File: src/rtl/fft_pkg.sv
// fft_pkg: shared widths, FSM states and search-range helper for the FFT bin stream blocks
package fft_pkg;
  localparam int DATA_W = 4;
  localparam int N_BINS = 32;
  localparam int BIN_W = $clog2(N_BINS);
  localparam int MAG_W = 2 * DATA_W;
  typedef enum logic [1:0] {IDLE, ACCUM, REPORT} state_t;
  function automatic logic in_range(input logic [BIN_W-1:0] idx, input logic skip_dc, input logic half);
    return (idx != '0 || !skip_dc) && (!half || idx < BIN_W'(N_BINS / 2));
  endfunction
endpackage

File: src/rtl/fft_mag_sq.sv
// fft_mag_sq: registered magnitude-squared of one complex bin with valid/index pass-through
module fft_mag_sq
  import fft_pkg::*;
(
  input  logic                     i_clk,
  input  logic                     i_rst_n,
  input  logic                     i_valid,
  input  logic [BIN_W-1:0]         i_idx,
  input  logic signed [DATA_W-1:0] i_re,
  input  logic signed [DATA_W-1:0] i_im,
  output logic                     o_valid,
  output logic [BIN_W-1:0]         o_idx,
  output logic [MAG_W-1:0]         o_mag
);
  logic signed [MAG_W-1:0] w_re, w_im;
  logic [MAG_W-1:0] w_re_sq, w_im_sq;
  assign w_re = {{(MAG_W-DATA_W){i_re[DATA_W-1]}}, i_re};
  assign w_im = {{(MAG_W-DATA_W){i_im[DATA_W-1]}}, i_im};
  // Squares are taken at full MAG_W so (-8)^2+(-8)^2 = 128 wraps into the unsigned range intact
  assign w_re_sq = w_re * w_re;
  assign w_im_sq = w_im * w_im;
  always_ff @(posedge i_clk or negedge i_rst_n)
    if (!i_rst_n) begin
      o_valid <= 1'b0;
      o_idx <= '0;
      o_mag <= '0;
    end else begin
      o_valid <= i_valid;
      o_idx <= i_idx;
      o_mag <= w_re_sq + w_im_sq;
    end
endmodule

File: src/rtl/fft_peak_bin_finder.sv
// fft_peak_bin_finder: tracks the strongest in-range bin of each FFT frame and reports it once per frame
module fft_peak_bin_finder
  import fft_pkg::*;
#(
  parameter bit SKIP_DC = 1'b1,
  parameter bit SEARCH_HALF = 1'b1
) (
  input  logic                     dut_clk,
  input  logic                     reset,
  input  logic                     frame_start,
  input  logic                     bin_valid,
  input  logic signed [DATA_W-1:0] bin_real,
  input  logic signed [DATA_W-1:0] bin_imag,
  input  logic [MAG_W-1:0]         thresh,
  output logic [BIN_W-1:0]         peak_bin,
  output logic [MAG_W-1:0]         peak_mag,
  output logic                     peak_valid,
  output logic                     peak_found,
  output logic                     busy,
  output logic                     frame_err
);
  localparam logic [BIN_W-1:0] FIRST_BIN = BIN_W'(SKIP_DC);
  localparam logic [BIN_W-1:0] LAST_BIN = BIN_W'(N_BINS - 1);
  state_t r_state, w_next;
  logic [BIN_W-1:0] r_cnt, r_max_idx, w_s1_idx;
  logic [MAG_W-1:0] r_max, w_s1_mag;
  logic r_done, w_s1_valid, w_accept, w_abort, w_drained;
  assign w_accept = r_state == ACCUM && !r_done && bin_valid && !frame_start;
  assign w_abort = frame_start && r_state == ACCUM;
  assign w_drained = r_done && !w_s1_valid;
  // A frame_start bin is always bin 0; its load also overwrites any stale stage-1 entry
  fft_mag_sq u_mag (
    .i_clk(dut_clk),
    .i_rst_n(reset),
    .i_valid(w_accept || (frame_start && bin_valid)),
    .i_idx(frame_start ? '0 : r_cnt),
    .i_re(bin_real),
    .i_im(bin_imag),
    .o_valid(w_s1_valid),
    .o_idx(w_s1_idx),
    .o_mag(w_s1_mag)
  );
  always_ff @(posedge dut_clk or negedge reset)
    if (!reset) r_state <= IDLE;
    else r_state <= w_next;
  always_comb begin
    busy = r_state == ACCUM;
    peak_valid = r_state == REPORT;
    w_next = frame_start ? ACCUM :
             (r_state == ACCUM && w_drained) ? REPORT :
             (r_state == REPORT) ? IDLE : r_state;
  end
  always_ff @(posedge dut_clk or negedge reset)
    if (!reset) begin
      r_cnt <= '0;
      r_done <= 1'b0;
      r_max <= '0;
      r_max_idx <= '0;
      peak_bin <= '0;
      peak_mag <= '0;
      peak_found <= 1'b0;
      frame_err <= 1'b0;
    end else begin
      frame_err <= w_abort;
      if (frame_start) begin
        r_cnt <= BIN_W'(bin_valid);
        r_done <= 1'b0;
        r_max <= '0;
        r_max_idx <= FIRST_BIN;
      end else begin
        if (w_accept) begin
          r_done <= r_cnt == LAST_BIN;
          r_cnt <= (r_cnt == LAST_BIN) ? r_cnt : r_cnt + 1'b1;
        end
        // Strict compare over increasing indices keeps the lowest index on ties
        if (w_s1_valid && in_range(w_s1_idx, SKIP_DC, SEARCH_HALF) && w_s1_mag > r_max) begin
          r_max <= w_s1_mag;
          r_max_idx <= w_s1_idx;
        end
      end
      if (w_next == REPORT) begin
        peak_bin <= r_max_idx;
        peak_mag <= r_max;
        peak_found <= r_max >= thresh;
      end
    end
endmodule

File: config.mk
export PLATFORM = sky130hd
export DESIGN_NAME = fft_peak_bin_finder
export DESIGN_NICKNAME = d
export VERILOG_FILES = /design/src/rtl/fft_pkg.sv /design/src/rtl/fft_mag_sq.sv /design/src/rtl/fft_peak_bin_finder.sv
export SDC_FILE = /design/constraint.sdc
export NUM_CORES = 1
export LEC_CHECK = 0
export ABC_AREA = 1
export BUFFER_PORTS_ARGS = -buffer_cell sky130_fd_sc_hd__buf_4
export CORE_MARGIN = 3
export CORE_UTILIZATION = 59
export CTS_BUF_LIST = sky130_fd_sc_hd__clkbuf_8 sky130_fd_sc_hd__clkbuf_16
export DETAILED_ROUTE_END_ITERATION = 8
export PLACE_DENSITY = 0.8
export RECOVER_POWER = 50
export SLEW_MARGIN = 20
export SYNTH_ARGS = -nofsm -noshare
export SYNTH_HDL_FRONTEND = slang
export SYNTH_HIERARCHICAL = 1
export SYNTH_SLANG_ARGS = --single-unit
File: constraint.sdc
create_clock -name dut_clk -period 3 [get_ports dut_clk]
set_input_delay 0 -clock dut_clk [delete_from_list [all_inputs] [get_ports dut_clk]]
set_output_delay 0 -clock dut_clk [all_outputs]
set_load 0.05 [all_outputs]
# == Yosys cells after proc, flatten, opt, wreduce, memory -nomap -nowiden ==
# Cells that the tools add are included.
# word_totals
register_bits,50
inputBits,20
out_inout_bits,17
word_cells,55
# classes
addsub,2
n_mul,2
order_cmp,3
n_eq_ne,5
muxes,13
n_reduce_logical,18
# op_table
op,count
2-to-1 mux 5 bit,6
multiplier 4 x 4 -> 8 bit,2
2-to-1 mux 8 bit,2
logical AND 1 bit,10
adder 8 bit,1
>= comparator 8 bit,1
> comparator 8 bit,1
2-to-1 mux 2 bit,3
"adder 5 x 1 -> 5 bit, second input constant",1
"== test 5 bit, second input constant",1
"less-than comparator 5 bit, second input constant",1
nonzero test 5 bit,1
"== test 2 bit, second input constant",2
nonzero test 2 bit,2
logical NOT 1 bit,3
"== test 2 x 1 -> 1 bit, second input constant",1
2-to-1 mux 1 bit,2
"inequality test 2 bit, second input constant",1
AND reduction 2 bit,1
logical OR 1 bit,1

# == Depth between registers and ports, before layout ==
# Gate-level depths: netlist of run 1.
# depth
ltp_word,6
depth_mapped,17
mapped_depth_nobuf,17

# == By module ==
# Netlist of run 1, hierarchy kept.
# modules_own_cells
module,n_inst,cells_per_inst,area_each_um2,seq_area_each_um2
fft_peak_bin_finder,1,245,2074.5,900.9
fft_mag_sq,1,187,1640.3,350.3

# == Least setup slack after synthesis of run 1 ==
# Ideal clock, no wire load.
# synth_path
kind,input-to-reg
start,in bin_imag[0]
end,reg u_mag.o_mag[7]
setup_time_ns,0.117
arrival_ns,3.150
required_time_ns,2.883
slack_ns,-0.267
stages,14
path_buffers,0
cell_sequence,ha_1 > inv_1 > fa_1 > fa_1 > fa_1 > fa_1 > inv_1 > ha_1 > nand2_1 > o21ai_0 > a31oi_1 > inv_1 > nand2_1 > nand2_1
# synth_between
elab_chain_len,2
# synth_lines
element,line_no,source
"start, declared",fft_peak_bin_finder.sv:13,"input logic signed [DATA_W-1:0] bin_imag,"
multiplier 4 x 4 -> 8 bit,fft_mag_sq.sv:21,assign w_im_sq = w_im * w_im;
adder 8 bit,fft_mag_sq.sv:30,o_mag <= w_re_sq + w_im_sq;
"end signal, assigned",fft_mag_sq.sv:30,
"end, declared",fft_mag_sq.sv:13,output logic [MAG_W-1:0] o_mag
# No other way between the ends.
# A chain may end at the register's enable or synchronous reset.

# == Worst setup path in the final report of run 1 ==
# layout_path
start,in bin_imag[2]
end,reg u_mag.o_mag[7]
# Same word-level chain as after synthesis.

==> impl_metrics.toml, run 1 <==
[run_status]
outcome = "complete, no violations"

[power]
power.density_nw_per_um2 = 672
clkPwrFrac = 0.164
irDropWorstVdd_mv = 0.475
p_sw_frac = 0.403
p_leak_nw = 2.47
power_frac_comb = 0.544
seqPwrFrac = 0.291
switchingPower_mw = 1.21
internal_power_mw = 1.79

[floorplanning]
ios = 37
fp.dieW_um = 85.4
core-area_um2 = 6030
dieHeight_um = 85.4
initial_core_util = 0.616
row_count = 28
die_area_um2 = 7280

[clock_network]
clk_pin_slew_ps = 80
clock_latency_ps = 310
htree_levels = 2
clock_sink_count = 50
cts_tree = "built"
post_cts_buffers = 0
cts_buffer_depth = 2
numCtsBuffers = 5
clock-root-buffer = "clkbuf_8"

[finish]
drive_gt1_frac = 0.246
nets = 574
fillCellCount = 463
n_antenna_cell = 0
layout-area-overhead-vs-synth_pct = 20.0
final_cell_area_um2 = 4460

[synth]
syn-num-nets = 515
syn_area_um2 = 3710
ys_ff_latch = 50
seq_area_frac_synth = 0.337
yosysTopAreaCell = "dfrtp_1"
synth_common_cells = "nand2_1 (94), inv_1 (88), dfrtp_1 (50), ha_1 (42), nor2_1 (23)"
syn_avg_cell_area_um2 = 8.60
synth_ff_type = "dfrtp_1"
yosysTopAreaCellShare = 0.337
synth_most_common_cell = "nand2_1"
yosysUniqueCellTypes = 33
synth_edf_count = 0
async_reset_ff_frac = 1.00
ys_warn_count = 6
synth_area_leaders = "dfrtp_1 (34%), ha_1 (14%), fa_1 (11%), nand2_1 (9.5%), inv_1 (8.9%)"
syn_inst = 432

[timing]
setup_viol = 0
max_freq_ghz = 0.343
slew_headroom = 0.200
maxSlewViolCount = 0
worst_pin_slew_ps = 1200
rsz0062_at_grt = "yes"
fin_skew_ps = 14.4
finalHoldViolations = 0
worst_slack_ps = 81.9
fin_crit_sh = 0.973
min_period_ps = 2920

[worst_setup_path]
worstPathCellList = "buf_4 > inv_1 > ha_2 > inv_1 > fa_1 > fa_2 > fa_2 > fa_2 > inv_2 > ha_4 > a21oi_2 > o21ai_2 > a31oi_2 > inv_1 > nand2_1 > nand2_1"
startpoint_type = "input pin"
end_kind = "flop"
max_stage_delay_ps = 550
path_class = "input pin to flop"
crit_family = "adder cells"
cp_slowest_cell = "fa_2"
r2r-start = "r_max[3]"
crit_arrival_ps = 3110
worstSetupStartpoint = "bin_imag[2]"
path_max_fanout = 3
critPathRequiredTime_ps = 3190
cp.buffers_inverters = 5

[grt]
antenna_found_initial = 0
grt_first_pass_wirelength_um = 12400
grt.overflow.total = 0
track_usage = 0.210
grt_pass1_vias = 3075
grt_max_degree = 51

[routing]
vias = 2877
drt_pass1_iterations = 4
drt_iter0_drc = 118
routed_via_density = 5.07
wire_per_inst_um = 12.6
ant_nets = 0
drcViolationCount = 0
wl_um = 7150

[placement]
postPlaceCellArea_um2 = 4230
place_hpwl_um = 5740
io_buffers = 36
gp_congestion = 0.880
preCtsSetupSlack_ps = -363

[flow_run]
maxCapViolCount = 0

[hold_path]
hold_start = "bin_imag[3]"
min_path_type = "input pin to flop"
## cell type report
cell class / instances / area [µm²] / share of cell area
flip-flops and latches: 50 / 1250 / 0.281
well taps: 75 / 93.8 / 0.0211
clock buffers: 6 / 82.6 / 0.0185
inverters: 90 / 340 / 0.0764
multi-input cells: 283 / 2160 / 0.485
repair buffers: 61 / 490 / 0.110
clock inverters: 2 / 38.8 / 0.00870
## per-stage QoR
step	hold WS, ps	cells	TNS (ps)	utilization	power, mW
floorplan	-296	432	-66.5	-	2.00
global placement	50.0	556	-439	0.702	2.31
detailed placement	53.4	556	-930	0.702	2.40
CTS	187	567	0	0.733	2.99
global route	177	567	-124	0.740	3.26
finish	179	567	0	0.740	2.99
## path summary, 6_finish.rpt
path	to	slack, ps	cells past startpoint
setup / recovery	u_mag/o_mag[7]	80	16
hold / removal	u_mag/o_mag[0]	180	4
setup reg to reg	r_max_idx[0]	1090	12
hold reg to reg	peak_bin[0]	490	2
max in group asynchronous	u_mag/o_mag[6]	1800	2
min in group asynchronous	peak_bin[0]	460	2
## placed cells by master, fill, tap and decap left out, drive strengths merged
cell type and n:
or2 4, ha 42, dlygate4sd3 3, nand3 22, and2 1, dfrtp 50, clkbuf 9, nand4 13
fa 21, nand2 103, bufinv 1, nor3b 1, a211oi 1, inv 91, nor2 26, nor3 2
a31oi 2, a21oi 13, o211ai 1, xor2 5, o21ai 19, buf 55, a21o 3, xnor2 4
## timing repair
| item | in CTS | in global routing |
|---|---|---|
| gates cloned | 0 | 0 |
| resized for setup | 14 | 19 |
| setup endpoints to repair | 1 | 2 |
| hold buffers | 3 | 0 |
| hold endpoints to repair | 60 | 0 |
| pin swaps | 11 | 27 |
## flip-flops by register name, indices dropped and copies added (netlist names)
signal	flops
u_mag/o_valid	1
r_max_idx	5
u_mag/o_mag	8
u_mag/o_idx	5
r_max	8
peak_found	1
peak_bin	5
r_cnt	5
r_state	2
frame_err	1
peak_mag	8
r_done	1
## logic make-up after synthesis
kind of cell / after synthesis / share of synthesized area
AND/OR/NAND/NOR: 172 / 0.212
adder cells (fa/ha/maj): 63 / 0.255
XOR/XNOR: 9 / 0.0212
flip-flops: 50 / 0.337
buffers and inverters: 99 / 0.109
AO/OA/AOI/OAI: 39 / 0.0667
## metal layers
metal,GRT usage,share of wire,vias up
met5,0,0,-
met4,0.0763,0.013,0
met3,0.0379,0.041,8
met2,0.405,0.54,66
met1,0.224,0.41,1346
li1,-,-,1457
## worst register-to-register path, cell delays in order, from the launching register on
cell	delay [ps]
dfrtp_1	390
inv_1	90
ha_1	320
nand2_1	100
inv_1	50
nand2_1	60
nand2_1	50
nand2_1	60
nand2_1	250
nand2_4	250
nand2_1	90
nand2_1	70
nand2_1	50
## power by group through the flow
| stage | Clock, mW | Sequential (mW) | Combinational [mW] |
|---|---|---|---|
| 3_3_place_gp | 0 | 0.879 | 1.43 |
| 4_1_cts | 0.505 | 0.872 | 1.61 |
| 6_report | 0.492 | 0.872 | 1.63 |
| 3_5_place_dp | 0 | 0.885 | 1.52 |
| 2_1_floorplan | 0 | 0.978 | 1.02 |
| 5_1_grt | 0.531 | 0.886 | 1.84 |
(Power assumes the default switching activity.)
==> inputs of run 2 (changes only) <==
Settings changed: SETUP_SLACK_MARGIN set to 0.3.
==> run 2 against run 1 <==
Combinational power shrank 4%. Final cell count shrank 0.35%. Critical path type unchanged. Maximum frequency rose by 2.2%. Count of clock-buffer cells in the layout is 1 lower. Highest routed layer unchanged. Wire length shrank 0.85%. Sequential share of layout area grew 0.055 points. Final area is 0.20% lower. Clock skew rose by 1.9 ps. Flip-flop and latch count unchanged. Global-route usage grew 0.62 points. Critical path depth decreased by 1. Largest cell class unchanged.
==> impl_metrics.toml, run 2 (synthesis gave the netlist of run 1 again) <==
[timing]
min_period_ps = 2860
slew_headroom = 0.218
hold-worst-slack_ps = 81.7
maxSlewViolCount = 0
worst_pin_slew_ps = 1170
finalHoldViolations = 0
fin_crit_sh = 0.952
rsz0062_at_grt = "yes"
fin_skew_ps = 16.2
max_freq_ghz = 0.350
setup_viol = 0
tns_ps = 0

[grt]
use_met1 = 0.254
grt_use_met2 = 0.407
grt_busiest_layer = "met2"
grt_max_degree = 51
grt_pass1_vias = 2996
track_usage = 0.216
grt_first_pass_wirelength_um = 12800
grt.overflow.total = 0
grtUsageMet3 = 0.0233
antenna_found_initial = 0

[clock_network]
clock_sink_count = 50
clock-root-buffer = "clkbuf_8"
clock_latency_ps = 310
htree_levels = 2
clk_pin_slew_ps = 90
cts_tree = "built"
numCtsBuffers = 5
cts_buffer_depth = 2

[power]
clkPwrFrac = 0.145
seqPwrFrac = 0.305
p_sw_frac = 0.416
power.total_mw = 2.85
irDropWorstVdd_mv = 0.411
switchingPower_mw = 1.19
power.density_nw_per_um2 = 642
power_frac_comb = 0.550
internal_power_mw = 1.67
p_leak_nw = 2.44

[finish]
nets = 572
n_antenna_cell = 0
fin_util = 0.738
fillCellCount = 448
layout_commonest_cell = "nand2_1"
drive_gt1_frac = 0.239
layout-area-overhead-vs-synth_pct = 19.7
final_cell_area_um2 = 4450
top_regs = "peak_mag: 8 flops, r_max: 8 flops, u_mag/o_mag: 8 flops"
layout_common_cells = "nand2_1 (91), inv_1 (77), dfrtp_1 (50)"

[worst_setup_path]
r2r-start = "r_max[1]"
startpoint_type = "input pin"
critPathRequiredTime_ps = 3200
worstSetupStartpoint = "bin_real[3]"
cp_slowest_cell = "fa_2"
max_stage_delay_ps = 590
end_kind = "flop"
crit_arrival_ps = 3050
worstPathCellList = "buf_12 > inv_12 > or2_4 > fa_2 > fa_2 > fa_2 > fa_1 > inv_2 > ha_4 > nand2_2 > o21ai_1 > a31oi_1 > inv_1 > nand2_1 > nand2_1"
path_class = "input pin to flop"
crit_top_cell = "fa_2"
path_max_fanout = 5

[routing]
drcViolationCount = 0
wire_per_inst_um = 12.5
drt_iter0_drc = 97
drt_pass1_iterations = 4
routed_via_density = 5.10
vias = 2879
ant_nets = 0
wl_um = 7090

[hold_path]
min_path_type = "input pin to flop"
hold_start = "bin_imag[3]"

[floorplanning]
row_count = 28
die_area_um2 = 7280
dieHeight_um = 85.4
fp.dieW_um = 85.4
core-area_um2 = 6030
ios = 37
initial_core_util = 0.616

[placement]
io_buffers = 36
gp_congestion = 0.891
place_hpwl_um = 5540
postPlaceCellArea_um2 = 4250

[run_status]
outcome = "complete, no violations"

[flow_run]
maxCapViolCount = 0
run 2: changes by cell type in the layout (fill, tap and decap cells not counted), sizes merged:
cell / delta
bufinv: -1
buf: -3
clkinv: +1
inv: +1
run 2: critical path, delay by kind of cell:
family	cells	cell delay, ps
compound gates	2	250
fa+ha+maj	5	2170
buf+inv	4	240
simple gates	4	400
run 2: layer usage:
metal / wire length (µm) / share of wire
met3: 261 / 0.037
met2: 3710 / 0.52
met5: 0 / 0
met1: 2960 / 0.42
met4: 156 / 0.022
run 2: final timing paths:
path | endpoint | slack, ps | cells after the start
worst max-delay path | u_mag/o_mag[7] | 140 | 15
worst min-delay path | u_mag/o_mag[0] | 80 | 3
worst max register to register | r_max_idx[0] | 1130 | 12
worst min register to register | peak_bin[0] | 490 | 2
max in group asynchronous | u_mag/o_mag[6] | 1820 | 2
min in group asynchronous | peak_bin[4] | 450 | 2
run 2: layout make-up:
cell class                      instances  area, µm²  area share
Multi-Input combinational cell        283       2160       0.486
Clock inverter                          3       28.8     0.00647
Tap cell                               75       93.8      0.0211
Clock buffer                            5       68.8      0.0155
Sequential cell                        50       1250       0.281
Inverter                               90        353      0.0793
Timing Repair Buffer                   59        489       0.110
run 2: power by group through the flow:
stage               sequential (mW)  clock (mW)  combinational (mW)
global placement              0.879           0                1.44
finish                        0.869       0.414                1.57
global route                  0.886       0.451                1.81
CTS                           0.869       0.423                1.56
floorplan                     0.978           0                1.02
detailed placement            0.883           0                1.52
run 2: what timing repair did:
| item | 4_1_cts | 5_1_grt |
|---|---|---|
| pin swaps | 16 | 5 |
| hold buffers | 3 | 0 |
| endpoints found under the hold margin | 60 | 0 |
| endpoints found under the setup margin | 4 | 4 |
| resized for setup | 19 | 4 |
| setup buffers | 1 | 0 |
run 2: through the flow:
stage,instances,worst slack [ps]
CTS,565,120
finish,565,144
global placement,553,-187
detailed placement,553,-263
global route,565,-13.2
floorplan,432,17.0
==> inputs of run 3 (changes only) <==
Settings changed: CELL_PAD_IN_SITES_DETAIL_PLACEMENT set to 0, CELL_PAD_IN_SITES_GLOBAL_PLACEMENT set to 1, CORE_UTILIZATION 59 to 49, PLACE_DENSITY 0.8 to unset, PLACE_DENSITY_LB_ADDON set to 0.1.
==> run 3 against run 2 <==
Register-to-register slack lost 30 ps. Flip-flop and latch count did not move. Power up 0.71%. Non-clock buffer count rose by 2. Final area up 1.3%. Critical path type unchanged.
==> impl_metrics.toml, run 3 (synthesis gave the netlist of run 1 again) <==
[placement]
place_hpwl_um = 5420
dpl.cell_count = 578
gp_congestion = 0.872
io_buffers = 36
postPlaceCellArea_um2 = 4290
preCtsSetupSlack_ps = -248

[worst_setup_path]
r2r-end = "r_max_idx[0]"
end_kind = "flop"
rrSetupSlack_ps = 1100
startpoint_type = "input pin"
worstPathCellList = "buf_12 > inv_12 > or2_4 > fa_1 > fa_2 > fa_2 > fa_1 > inv_2 > ha_4 > nand2_2 > o21ai_1 > a31oi_1 > inv_1 > nand2_1 > nand2_1"
cp_slowest_cell = "fa_2"
critPathCapture = "u_mag/o_mag[7]"
max_stage_delay_ps = 560
path_class = "input pin to flop"
reg2reg_depth = 12
worstSetupStartpoint = "bin_real[3]"
crit_arrival_ps = 3060
critPathRequiredTime_ps = 3190
r2r-start = "r_max[3]"
path_max_fanout = 5

[clock_network]
cts_tree = "built"
numCtsBuffers = 5
clock_latency_ps = 300
clock_sink_count = 50
clock-root-buffer = "clkbuf_8"
clk_pin_slew_ps = 90
htree_levels = 2
cts_buffer_depth = 2

[routing]
vias = 2771
drcViolationCount = 0
ant_nets = 0
drt_pass1_iterations = 4
routed_via_density = 4.70
drt_iter0_drc = 112
wl_um = 6850
wire_per_inst_um = 11.6

[grt]
grt_first_pass_wirelength_um = 12400
track_usage = 0.178
grt_pass1_vias = 2806
grt_max_degree = 51
antenna_found_initial = 0
grt.overflow.total = 0

[finish]
layout_common_cells = "nand2_1 (89), inv_1 (77), dfrtp_1 (50)"
layout_commonest_cell = "nand2_1"
layout-area-overhead-vs-synth_pct = 21.3
multi_input_area_um2 = 2190
n_antenna_cell = 0
drive_gt1_frac = 0.253
nets = 574
final_cell_area_um2 = 4510
regArea_um2 = 1250
fin_cells = 590
fin_util = 0.618
fillCellCount = 650
top_regs = "peak_mag: 8 flops, r_max: 8 flops, u_mag/o_mag: 8 flops"

[floorplanning]
ios = 37
die_area_um2 = 8660
dieHeight_um = 93.1
initial_core_util = 0.509
row_count = 31
fp.dieW_um = 93.1
core-area_um2 = 7290

[timing]
min_period_ps = 2880
rsz0062_at_grt = "yes"
finalHoldViolations = 0
slew_headroom = 0.191
worst_slack_ps = 125
max_freq_ghz = 0.348
fin_skew_ps = 14.2
setup_viol = 0
worst_pin_slew_ps = 1210
hold-worst-slack_ps = 75.4
maxSlewViolCount = 0
fin_crit_sh = 0.958

[power]
power.density_nw_per_um2 = 638
p_leak_nw = 2.45
irDropWorstVdd_mv = 0.300

[flow_run]
maxCapViolCount = 0

[run_status]
outcome = "complete, no violations"

[hold_path]
min_path_cells = 3
min_path_type = "input pin to flop"
[run 3: metrics by stage]
| step | setup TNS (ps) | power [mW] |
|---|---|---|
| after detailed placement | -537 | 2.41 |
| final | 0 | 2.87 |
| after CTS | 0 | 2.82 |
| after floorplan | 0 | 2.00 |
| after global placement | -364 | 2.35 |
| after global routing | -11.3 | 3.16 |
[run 3: area by class of cell]
class                      instances  share of cell area
timing repair buffer              61               0.112
tap                               99              0.0275
multi-input combinational        283               0.486
sequential                        50               0.278
clock inverter                     2             0.00305
inverter                          90              0.0783
clock buffer                       5              0.0153
[run 3: report_power, final]
part | switching [mW] | leakage [nW] | internal [mW]
combinational | 0.889 | 1.74 | 0.738
sequential | 0.0708 | 0.660 | 0.798
clock | 0.218 | 0.0444 | 0.161
total | 1.18 | 2.45 | 1.70
[run 3: critical path, delay by kind of cell]
| family | cells | cell delay (ps) |
|---|---|---|
| adders and majority gates | 5 | 2180 |
| buffers and inverters | 4 | 240 |
| and+or+nand+nor | 4 | 400 |
| AOI/OAI and AO/OA | 2 | 250 |
[run 3: repair_timing]
item                       CTS  global route
hold buffers                 3             0
resized for setup           12            18
hold endpoints to repair    60             0
buffers inserted             2             0
pin swaps                   16            19
setup endpoints to repair    4             4
[run 3: layer usage]
metal / vias to the layer above / global-route usage / share of wire / routed length [µm]
li1: 1463 / - / - / -
met2: 33 / 0.304 / 0.48 / 3260
met1: 1267 / 0.236 / 0.48 / 3290
met5: - / 0 / 0 / 0
met3: 8 / 0.0241 / 0.029 / 201
met4: 0 / 0.0525 / 0.014 / 93
[run 3: worst min path at each step]
| stage | startpoint | to | slack (ps) |
|---|---|---|---|
| 2_1_floorplan | reset | frame_err | -300 |
| 3_3_place_gp | reset | peak_bin[2] | 60 |
| 3_5_place_dp | reset | peak_bin[1] | 60 |
| 4_1_cts | bin_imag[3] | u_mag/o_mag[0] | 80 |
| 5_1_grt | bin_imag[3] | u_mag/o_mag[0] | 80 |
| 6_report | bin_imag[3] | u_mag/o_mag[0] | 80 |
